===== src/rtl/multicycle_ctrl.sv =====
// multicycle_ctrl: multicycle ARM control unit (main FSM, ALU decoder, PC-source, instruction decoder)
module multicycle_ctrl #(
    parameter int ALUCTRL_W = 3,
    parameter bit MEM_HS    = 1'b1,
    parameter int CNT_W     = 32
) (
    input  logic                 clk,
    input  logic                 reset,
    input  logic [1:0]           Op,
    input  logic [5:0]           Funct,
    input  logic [3:0]           Rd,
    input  logic                 MemReady,
    output logic                 MemReq,
    output logic [1:0]           FlagW,
    output logic                 PCS,
    output logic                 NextPC,
    output logic                 RegW,
    output logic                 MemW,
    output logic                 NoWrite,
    output logic                 IRWrite,
    output logic                 AdrSrc,
    output logic [1:0]           ResultSrc,
    output logic [1:0]           ALUSrcA,
    output logic [1:0]           ALUSrcB,
    output logic [1:0]           ImmSrc,
    output logic [1:0]           RegSrc,
    output logic [ALUCTRL_W-1:0] ALUControl,
    output logic                 Undef,
    output logic [CNT_W-1:0]     RetireCount
);
    typedef enum logic [3:0] {
        S_FETCH, S_DECODE, S_MEMADR, S_MEMREAD, S_MEMWB, S_MEMWRITE,
        S_EXECR, S_EXECI, S_ALUWB, S_BRANCH, S_UNDEF
    } state_t;

    state_t           state_q, state_d;
    logic [CNT_W-1:0] cnt_q, cnt_d;
    logic             rdy, alu_op, mem_req, ir_write, next_pc, reg_w, mem_w, branch, undef;
    logic [2:0]       ctrl;
    logic             nw, bad, arith, retire;

    assign rdy = MemReady | ~MEM_HS;

    // ALU decode of Funct[4:1]: control code, no-write compares and unknown-op trap
    always_comb begin
        ctrl  = 3'b000;
        nw    = 1'b0;
        bad   = 1'b0;
        arith = 1'b0;
        case (Funct[4:1])
            4'b0100: arith = 1'b1;
            4'b0010: begin ctrl = 3'b001; arith = 1'b1; end
            4'b0000: ctrl = 3'b010;
            4'b1100: ctrl = 3'b011;
            4'b0001: ctrl = 3'b100;
            4'b1101: ctrl = 3'b101;
            4'b1010: begin ctrl = 3'b001; nw = 1'b1; arith = 1'b1; end
            4'b1000: begin ctrl = 3'b010; nw = 1'b1; end
            default: bad = 1'b1;
        endcase
    end

    // Next state and Moore datapath selects; memory states stall until rdy
    always_comb begin
        state_d   = state_q;
        mem_req   = 1'b0;
        ir_write  = 1'b0;
        next_pc   = 1'b0;
        reg_w     = 1'b0;
        mem_w     = 1'b0;
        branch    = 1'b0;
        undef     = 1'b0;
        alu_op    = 1'b0;
        AdrSrc    = 1'b0;
        ResultSrc = 2'b00;
        ALUSrcA   = 2'b00;
        ALUSrcB   = 2'b00;
        case (state_q)
            S_FETCH: begin
                mem_req   = 1'b1;
                ALUSrcA   = 2'b01;
                ALUSrcB   = 2'b10;
                ResultSrc = 2'b10;
                ir_write  = rdy;
                next_pc   = rdy;
                state_d   = rdy ? S_DECODE : S_FETCH;
            end
            S_DECODE: begin
                ALUSrcA   = 2'b01;
                ALUSrcB   = 2'b10;
                ResultSrc = 2'b10;
                state_d   = Op == 2'b00 ? (Funct[5] ? S_EXECI : S_EXECR) :
                            Op == 2'b01 ? S_MEMADR : Op == 2'b10 ? S_BRANCH : S_UNDEF;
            end
            S_MEMADR: begin
                ALUSrcB = 2'b01;
                state_d = Funct[0] ? S_MEMREAD : S_MEMWRITE;
            end
            S_MEMREAD: begin
                mem_req = 1'b1;
                AdrSrc  = 1'b1;
                state_d = rdy ? S_MEMWB : S_MEMREAD;
            end
            S_MEMWB: begin
                ResultSrc = 2'b01;
                reg_w     = 1'b1;
                state_d   = S_FETCH;
            end
            S_MEMWRITE: begin
                mem_req = 1'b1;
                AdrSrc  = 1'b1;
                mem_w   = rdy;
                state_d = rdy ? S_FETCH : S_MEMWRITE;
            end
            S_EXECR: begin
                alu_op  = 1'b1;
                state_d = S_ALUWB;
            end
            S_EXECI: begin
                ALUSrcB = 2'b01;
                alu_op  = 1'b1;
                state_d = S_ALUWB;
            end
            S_ALUWB: begin
                alu_op  = 1'b1;
                reg_w   = ~nw & ~bad;
                undef   = bad;
                state_d = S_FETCH;
            end
            S_BRANCH: begin
                ALUSrcA   = 2'b10;
                ALUSrcB   = 2'b01;
                ResultSrc = 2'b10;
                branch    = 1'b1;
                state_d   = S_FETCH;
            end
            S_UNDEF: begin
                undef   = 1'b1;
                state_d = S_FETCH;
            end
            default: state_d = S_FETCH;
        endcase
    end

    // Strobes are forced low while reset is asserted; ALU fields only live while ALUOp is set
    always_comb begin
        MemReq      = mem_req & reset;
        IRWrite     = ir_write & reset;
        NextPC      = next_pc & reset;
        RegW        = reg_w & reset;
        MemW        = mem_w & reset;
        Undef       = undef & reset;
        PCS         = ((Rd == 4'd15 & reg_w) | branch) & reset;
        ALUControl  = alu_op ? ALUCTRL_W'(ctrl) : '0;
        NoWrite     = alu_op & nw;
        FlagW[1]    = state_q == S_ALUWB & (Funct[0] | nw);
        FlagW[0]    = state_q == S_ALUWB & (Funct[0] | nw) & arith;
        ImmSrc      = Op;
        RegSrc      = {Op == 2'b01, Op == 2'b10};
        retire      = state_q == S_MEMWB | (state_q == S_MEMWRITE & rdy) |
                      state_q == S_ALUWB | state_q == S_BRANCH;
        cnt_d       = cnt_q + CNT_W'(retire);
        RetireCount = cnt_q;
    end

    // State and retired-instruction counter
    always_ff @(posedge clk or negedge reset) begin
        if (!reset) begin
            state_q <= S_FETCH;
            cnt_q   <= '0;
        end else begin
            state_q <= state_d;
            cnt_q   <= cnt_d;
        end
    end
endmodule


===== config.mk =====
export PLATFORM = sky130hd
export DESIGN_NAME = multicycle_ctrl
export DESIGN_NICKNAME = d
export VERILOG_FILES = /design/src/rtl/multicycle_ctrl.sv
export SDC_FILE = /design/constraint.sdc
export NUM_CORES = 1
export LEC_CHECK = 0
export BUFFER_PORTS_ARGS = -buffer_cell sky130_fd_sc_hd__buf_2
export CAP_MARGIN = 10
export CORE_MARGIN = 2
export CORE_UTILIZATION = 45
export CTS_CLUSTER_DIAMETER = 80
export CTS_CLUSTER_SIZE = 24
export DETAILED_ROUTE_END_ITERATION = 6
export GPL_TIMING_DRIVEN = 0
export PLACE_DENSITY = 0.72
export SLEW_MARGIN = 10
export SYNTH_ARGS = -nofsm -noshare
export SYNTH_HDL_FRONTEND = slang
export SYNTH_SLANG_ARGS = --single-unit

===== constraint.sdc =====
create_clock -name clk -period 2.13 [get_ports clk]
set_input_delay 0.3195 -clock clk [delete_from_list [all_inputs] [get_ports clk]]
set_output_delay 0.3195 -clock clk [all_outputs]
set_load 0.01 [all_outputs]

Word level (Yosys, flattened, before mapping)
Index checks and enable logic that the tools add are counted.
Operators by class
  add/sub/neg operators: 1
  mux-type cells: 25
  reductions and logical operators: 15
  equal/unequal tests: 20
  bitwise logic cells: 18
Operators with widths (count)
  adder 32 x 1 -> 32 bit: 1
  equality test 4 bit (second input constant): 8
  case mux 4 bit (6 select lines): 1
  equality test 4 x 3 -> 1 bit (second input constant): 5
  case mux 3 bit (5 select lines): 1
  OR reduction 3 bit: 5
  bitwise AND 1 bit: 12
  equality test 4 x 2 -> 1 bit (second input constant): 3
  two-way mux 3 bit: 4
  case mux 2 bit (2 select lines): 3
  OR reduction 2 bit: 6
  two-way mux 1 bit: 11
  equality test 4 x 1 -> 1 bit (second input constant): 2
  zero test 4 bit: 2
  two-way mux 4 bit: 2
  OR reduction 8 bit: 1
  OR 1 bit: 5
  case mux 1 bit (2 select lines): 2
  equality test 2 x 1 -> 1 bit (second input constant): 1
  equality test 2 bit (second input constant): 1
  zero test 2 bit: 1
  two-way mux 2 bit: 1
  NOT 1 bit: 1
Storage, ports and cells
  input port bits: 15
  register bits: 36

Longest topological paths before layout
Gate-level depths: netlist of run 1.
  depth in word-level cells: 9
  depth in mapped cells: 10

Worst setup path after synthesis of run 1
OpenSTA, ideal clock, no wires.
  path type: reg2reg
  start point: register state_q[2]
  end point: register cnt_q[28] (netlist: RetireCount[28])
  buffers on the path: 0
  required time: 2.005 ns
  cell stages (with the launch flop): 11
  slack: -0.063 ns
  data arrival time: 2.068 ns
  path through: dfrtp_1 nor2b_1 nand2_1 a21oi_1 ha_1 ha_1 and4_1 and4bb_4 and2b_2 nand3_2 xnor2_1
On the way
  word-level cells in the longest chain between the ends: 6
  elaborated cells on any way between the ends: 9
  those cells by class: add/sub (1); eq/ne (4); bitwise (4)
RTL lines
  from (decl): RTL line 36  | state_t state_q, state_d;
  from (signal assigned): RTL line 172  | state_q <= state_d;
  equality test 4 x 3 -> 1 bit: RTL line 160  | retire = state_q == S_MEMWB | (state_q == S_MEMWRITE & rdy) |
  bitwise AND 1 bit: RTL line 160
  OR 1 bit (2 in series): RTL line 160
  OR 1 bit *: RTL line 161  | state_q == S_ALUWB | state_q == S_BRANCH;
  adder 32 x 1 -> 32 bit *: RTL line 162  | cnt_d = cnt_q + CNT_W'(retire);
  via cnt_d[28]: RTL line 37  | logic [CNT_W-1:0] cnt_q, cnt_d;
  to (signal assigned): RTL line 173  | cnt_q <= cnt_d;
  to (decl): RTL line 37
Mark *: on every way through the listed nets, which the timed path passes. The rest lies on a longest branch.

Worst setup path in the final report of run 1
  start point: register state_q[3]
  end point: register cnt_q[28] (netlist: RetireCount[28])
The elaborated chain is that of the path after synthesis.

==> results of run 1 <==
per-layer routing:
metal  up-vias  track usage, %  share of wire, %
met5         -               0                 0
li1        892               -                 -
met2        46           27.93                48
met3         5           4.701               4.7
met4         0           3.774              0.91
met1       805           23.49                46
report_power, final:
part           switching [W]  internal (W)
Clock               0.000227      0.000258
Combinational       0.000566      0.000537
Sequential          0.000112      0.000772
kinds of logic (layout without fill, tap and decap cells):
family / after synthesis / count (layout) / synth area share [%]
adder cells (fa/ha/maj): 3 / 3 / 1.873
buffers and inverters: 11 / 98 / 2.622
multiplexers: 1 / 1 / 0.4994
flip-flops: 36 / 36 / 44.94
AO/OA/AOI/OAI: 20 / 20 / 5.805
XOR/XNOR: 32 / 32 / 13.98
AND/OR/NAND/NOR: 104 / 104 / 30.28
how the worst min path moves through the flow:
stage                                     end  slack, ns  depth (start not counted)
floorplan            RetireCount[0]$_DFF_PN0_       0.02                          0
global placement    RetireCount[31]$_DFF_PN0_       0.46                          1
detailed placement  RetireCount[31]$_DFF_PN0_       0.46                          1
CTS                 RetireCount[26]$_DFF_PN0_       0.18                          1
global route        RetireCount[20]$_DFF_PN0_       0.22                          1
finish              RetireCount[28]$_DFF_PN0_       0.15                          1
layout by cell type (no fill, tap or decap), types with 3 or more instances in the layout:
master,n
xor2_1,10
xnor2_1,22
nor2b_1,6
a21oi_1,9
buf_4,13
o21ai_0,3
nand2_1,16
and3_1,7
nor3b_1,3
nand2b_1,3
nor2_1,14
nor3_2,3
nor3_1,8
nand3b_1,4
clkbuf_8,7
clkbuf_1,3
nand3_1,15
dfrtp_1,34
buf_2,68
worst reg2reg max path, cell delays in order (launching register included):
cell	delay (ns)
dfrtp_2	0.45
nor2b_4	0.14
nand2_2	0.08
a21oi_4	0.16
ha_4	0.15
ha_4	0.12
and4_4	0.23
and4bb_4	0.28
and2b_2	0.19
nand3_2	0.09
xnor2_1	0.13
stage by stage:
stage | cells | hold WS, ns | power (W)
after floorplan | 207 | 0.02391 | 0.001483
after global placement | 327 | 0.4551 | 0.001772
after detailed placement | 327 | 0.4620 | 0.001782
after CTS | 344 | 0.1787 | 0.002404
final | 346 | 0.1516 | 0.002471
after global routing | 346 | 0.2206 | 0.002640
timing repair:
item,4_1_cts,5_1_grt
gates cloned,0,0
setup buffers,9,2
pin swaps,4,2
gates resized for setup,10,11
endpoints found under the setup margin,10,15
area by class of cell:
type	count	area [um2]
fillers	394	1623
multi-input cells	160	1146
flip-flops and latches	36	903.4
repair buffers	79	426.7
clock buffers	6	82.58
well taps	52	65.06
plain buffers	9	60.06
clock inverters	2	10.01
inverters	2	7.507
state kept, by name, summed over array words and instances (netlist names):
name	cells
RetireCount	32
state_q	4
==> flow_metrics.tcl, run 1 <==
set metrics [dict create \
    crit_path_start "state_q[3]$_DFF_PN0_" \
    htree_levels 2 \
    clk_pin_slew_ns 0.07 \
    ff2ff_path_depth 10 \
    ioPinCount 71 \
    report.final.slew_viol_count 0 \
    path_depth 10 \
    cts-root-buf "clkbuf_8" \
    drt_first_pass_iters 4 \
    drc 0 \
    synthTopCellsByArea "dfrtp_1, xnor2_1, xor2_1" \
    path_class "reg2reg" \
    synth_edf_count 0 \
    routabilityCongestion 0.8143 \
    r2r-end "RetireCount[28]$_DFF_PN0_" \
    final_util_pct 62.47 \
    ctsHoldBuffers 0 \
    dpl.hpwl_um 3048 \
    cts_tree "yes" \
    final_net_count 311 \
    synthMostInstantiatedCell "dfrtp_1" \
    critPathCapture "RetireCount[28]$_DFF_PN0_" \
    slowest_delay_ns 0.45 \
    finalWorstSetupSlack_ns 0.007310 \
    netlist_area_um2 2004 \
    async_flop_share_pct 100.0 \
    antenna_found_initial 0 \
    path_cells "nor2b_4 -> nand2_2 -> a21oi_4 -> ha_4 -> ha_4 -> and4_4 -> and4bb_4 -> and2b_2 -> nand3_2 -> xnor2_1" \
    skew_ns 0.004327 \
    relSlewSlack_pct 43.09 \
    synth_top_cell_area_share_pct 44.94 \
    clk_latency_ns 0.28 \
    setup_viol 0 \
    syn_to_final_growth_pct 34.77 \
    leakage_nw 1.393 \
    yosysTopAreaCell "dfrtp_1" \
    drtAntennaViolNets 0 \
    start_util_pct 46.35 \
    via_count 1748 \
    ys_ff_latch 36 \
    yosys_warnings 0 \
    preCtsSetupSlack_ns -0.1888 \
    final_area_um2 2701 \
    syn_avg_cell_area_um2 9.683 \
    drv_cap 0 \
    path_delay_family "simple AND/OR/NAND/NOR gates" \
    hold_class "in2async" \
    drt_wl_total_um 4283 \
    grt_pass1_vias 1578 \
    finalSetupTns_ns 0 \
    fp-row-count 24 \
    cp_slowest_cell "dfrtp_2" \
    syn_inst 207 \
    min_period_ns 2.123 \
    drive_above_1_share_pct 40.14 \
    max-vdd-ir-drop_mv 0.5962 \
    grt_overflow_total 0 \
    port_buffers 68 \
    synth-seq-area-share_pct 44.94 \
    end_kind "register" \
    antennaDiodeCount 0 \
    power.density_nw_per_um2 914.8 \
    wl_per_cell_um 12.38 \
    cp-start-kind "register" \
    clockBufferDepth 2 \
    place_area_um2 2446 \
    ys_types 38 \
    dieArea_um2 5004 \
    die_w_um 70.74 \
    grt_use_total_pct 17.30 \
    max_clock_freq_ghz 0.4711 \
    synthFlopType "dfrtp_1" \
    cp.required_ns 2.30 \
    period_share_pct 99.66 \
    cpMostUsedCell "ha_4" \
    clock-sinks 36 \
    critical_path_buf_inv_count 0 \
    grt_pass1_wl_um 7065 \
    status "complete, no violations" \
    rrSetupSlack_ns 0.007 \
    worst_slew_pin_slew_ns 0.8536 \
    hold_viol_final 0 \
    rr_startpoint "state_q[3]$_DFF_PN0_" \
    core_area_um2 4324 \
    synth_nets 225 \
    path_max_fanout 4 \
    cts_made_buffers 5 \
    worstPathArrival_ns 2.29 \
    via_per_inst 5.052 \
    synth_common_cells "dfrtp_1, xnor2_1, nand2_1, nor2_1, nand3_1" \
    grt_setup_unrepaired "true" \
    grt_max_degree 42 \
    die_h_um 70.74 \
    drtIter0Drc 70 \
]
Power figures use the tool's default switching activity.
==> run 2, diff against run 1 <==
--- a/config.mk
+++ b/config.mk
@@ -5,10 +5,11 @@
 export SDC_FILE = /design/constraint.sdc
 export NUM_CORES = 1
 export LEC_CHECK = 0
+export ABC_AREA = 1
 export BUFFER_PORTS_ARGS = -buffer_cell sky130_fd_sc_hd__buf_2
 export CAP_MARGIN = 10
 export CORE_MARGIN = 2
-export CORE_UTILIZATION = 45
+export CORE_UTILIZATION = 46
 export CTS_CLUSTER_DIAMETER = 80
 export CTS_CLUSTER_SIZE = 24
 export DETAILED_ROUTE_END_ITERATION = 6
==> flow_metrics.tcl, run 2 <==
set metrics [dict create \
    status "complete, no violations" \
    synth_edf_count 0 \
    grt_pass1_vias 2073 \
    syn_avg_cell_area_um2 7.300 \
    grt_setup_unrepaired "true" \
    stdcell_count 471 \
    hold_viol_final 0 \
    synth_nets 332 \
    place_inst 451 \
    report.final.slew_viol_count 0 \
    netlist_area_um2 2292 \
    p_sw_share_pct 38.48 \
    switching_power_w 0.0008853 \
    path_class "reg2out" \
    total_power_w 0.002301 \
    ys_types 28 \
    fp-row-count 25 \
    via_count 2306 \
    grt_overflow_total 0 \
    drt_wl_total_um 5542 \
    die_h_um 74.59 \
    drive_above_1_share_pct 32.43 \
    cp.required_ns 1.81 \
    drc 0 \
    skew_ns 0.005582 \
    cts-root-buf "clkbuf_8" \
    rrSetupSlack_ns 0.09 \
    end_kind "primary output" \
    worst_slew_pin_slew_ns 0.8461 \
    comb_power_share_pct 39.3 \
    clk_latency_ns 0.30 \
    via_per_inst 4.896 \
    port_buffers 70 \
    setup_viol 0 \
    synthMostInstantiatedCell "nand2_1" \
    max-vdd-ir-drop_mv 0.8153 \
    syn_to_final_growth_pct 31.28 \
    cp-start-kind "register" \
    final_net_count 421 \
    cts_made_buffers 5 \
    dieArea_um2 5564 \
    clock-sinks 36 \
    grt_use_total_pct 20.87 \
    path_max_fanout 6 \
    worstPathArrival_ns 1.73 \
    synth_common_cells "nand2_1, inv_1, nor2_1" \
    drtIter0Drc 104 \
    dpl.hpwl_um 4194 \
    synth_top_cell_area_share_pct 39.30 \
    async_flop_share_pct 100.0 \
    synthFlopType "dfrtp_1" \
    routabilityCongestion 0.9201 \
    grt_max_degree 40 \
    multi_input_area_um2 1301 \
    cts_tree "yes" \
    grt_pass1_wl_um 8921 \
    drv_cap 0 \
    min_period_ns 2.052 \
    htree_levels 2 \
    relSlewSlack_pct 43.59 \
    fillCellCount 436 \
    drt_first_pass_iters 4 \
    hold_class "in2async" \
    largest_reg_flops 32 \
    synthTopCellsByArea "dfrtp_1, nand2_1, inv_1" \
    p_int_w 0.001416 \
    clk_pin_slew_ns 0.07 \
    period_share_pct 96.34 \
    wl_per_cell_um 11.77 \
    power.density_nw_per_um2 764.7 \
    final_common_cell "nand2_1" \
    final_cell_mix "nand2_1, buf_2, inv_1" \
    syn_inst 314 \
    clockBufferDepth 2 \
    antenna_found_initial 0 \
    leakage_nw 1.610 \
    place_area_um2 2726 \
    die_w_um 74.59 \
    start_util_pct 48.21 \
    ioPinCount 71 \
    yosys_warnings 0 \
    drtAntennaViolNets 0 \
    regArea_um2 903.4 \
    ys_ff_latch 36 \
    synth-seq-area-share_pct 39.30 \
    final_area_um2 3009 \
    antennaDiodeCount 0 \
    seqPwrFrac_pct 38.5 \
    p_clk_share_pct 22.2 \
    yosysTopAreaCell "dfrtp_1" \
    core_area_um2 4755 \
    max_clock_freq_ghz 0.4873 \
]
-- run 2: cell types whose count changed after synthesis, moves of 7 or more --
cell and delta:
nand2_1 +88, inv_1 +41, nor2_1 +22, xnor2_1 -18
and3_1 -7, nor2b_1 -7
-- run 2: stage by stage --
step	TNS (ns)	setup slack, ns	hold WS, ns	utilization [%]
6_report	0	0.07792	0.1208	63.29
2_1_floorplan	0	0.09984	0.02391	-
5_1_grt	-0.5357	-0.09839	0.1915	63.29
4_1_cts	-0.003976	-0.003976	0.1488	61.26
3_5_place_dp	-2.365	-0.2906	0.4704	57.34
3_3_place_gp	-1.646	-0.2366	0.4721	57.34
-- run 2: routing by layer --
layer / share of wire (%) / vias to the layer above / global-route usage (%)
met5: 0 / - / 0
met4: 1.4 / 0 / 9.127
met3: 6.5 / 7 / 4.472
met2: 50 / 85 / 36.48
met1: 42 / 1048 / 24.60
li1: - / 1166 / -
-- run 2: cell type report --
cell class / count / share of cell area, %
Inverter: 44 / 5.489
Timing Repair Buffer: 82 / 14.64
Clock inverter: 2 / 0.3326
Sequential cell: 36 / 30.02
Buffer: 3 / 0.7484
Clock buffer: 6 / 2.744
Tap cell: 67 / 2.786
Multi-Input combinational cell: 231 / 43.24
-- run 2: path summary, 6_finish.rpt --
check                                     startpoint                   endpoint  cells past startpoint
max in group asynchronous                      reset       state_q[1]$_DFF_PN0_                      1
max reg2reg                     state_q[0]$_DFF_PN0_  RetireCount[20]$_DFF_PN0_                     13
max                             state_q[2]$_DFF_PN0_                     NextPC                      7
min                                            reset  RetireCount[31]$_DFF_PN0_                      1
min reg2reg                RetireCount[31]$_DFF_PN0_  RetireCount[31]$_DFF_PN0_                      2
min in group clk                            Funct[5]       state_q[0]$_DFF_PN0_                      3
-- run 2: repair_timing --
| item | in CTS | in global routing |
|---|---|---|
| setup buffers | 5 | 7 |
| setup endpoints to repair | 19 | 28 |
| hold endpoints to repair | 0 | 0 |
| hold buffers | 0 | 0 |
| resized for setup | 12 | 16 |
| pin swaps | 4 | 8 |
-- run 2: logic make-up after synthesis --
family                     Yosys count  share of synthesized area, %
DFF                                 36                         39.30
and+or+nand+nor                    198                         40.88
adders and majority gates            3                         1.638
AOI/OAI and AO/OA                   14                         3.876
xor gates and xnor gates            16                         6.113
buffers and inverters               47                         8.187
-- run 2: power by group through the flow --
stage               logic (W)  clock network [W]  registers, W
finish               0.000904           0.000511      0.000886
global route          0.00102           0.000548      0.000896
CTS                  0.000814           0.000516      0.000869
detailed placement   0.000718                  0      0.000875
global placement     0.000711                  0      0.000869
floorplan            0.000434                  0      0.000880
-- run 2: worst max-delay path, stage by stage (launching register included) --
cell	delay, ns
dfrtp_1	0.40
nor2_1	0.28
nand2_1	0.17
nor2_1	0.14
nand2_1	0.09
nor2_1	0.12
buf_4	0.12
buf_2	0.11
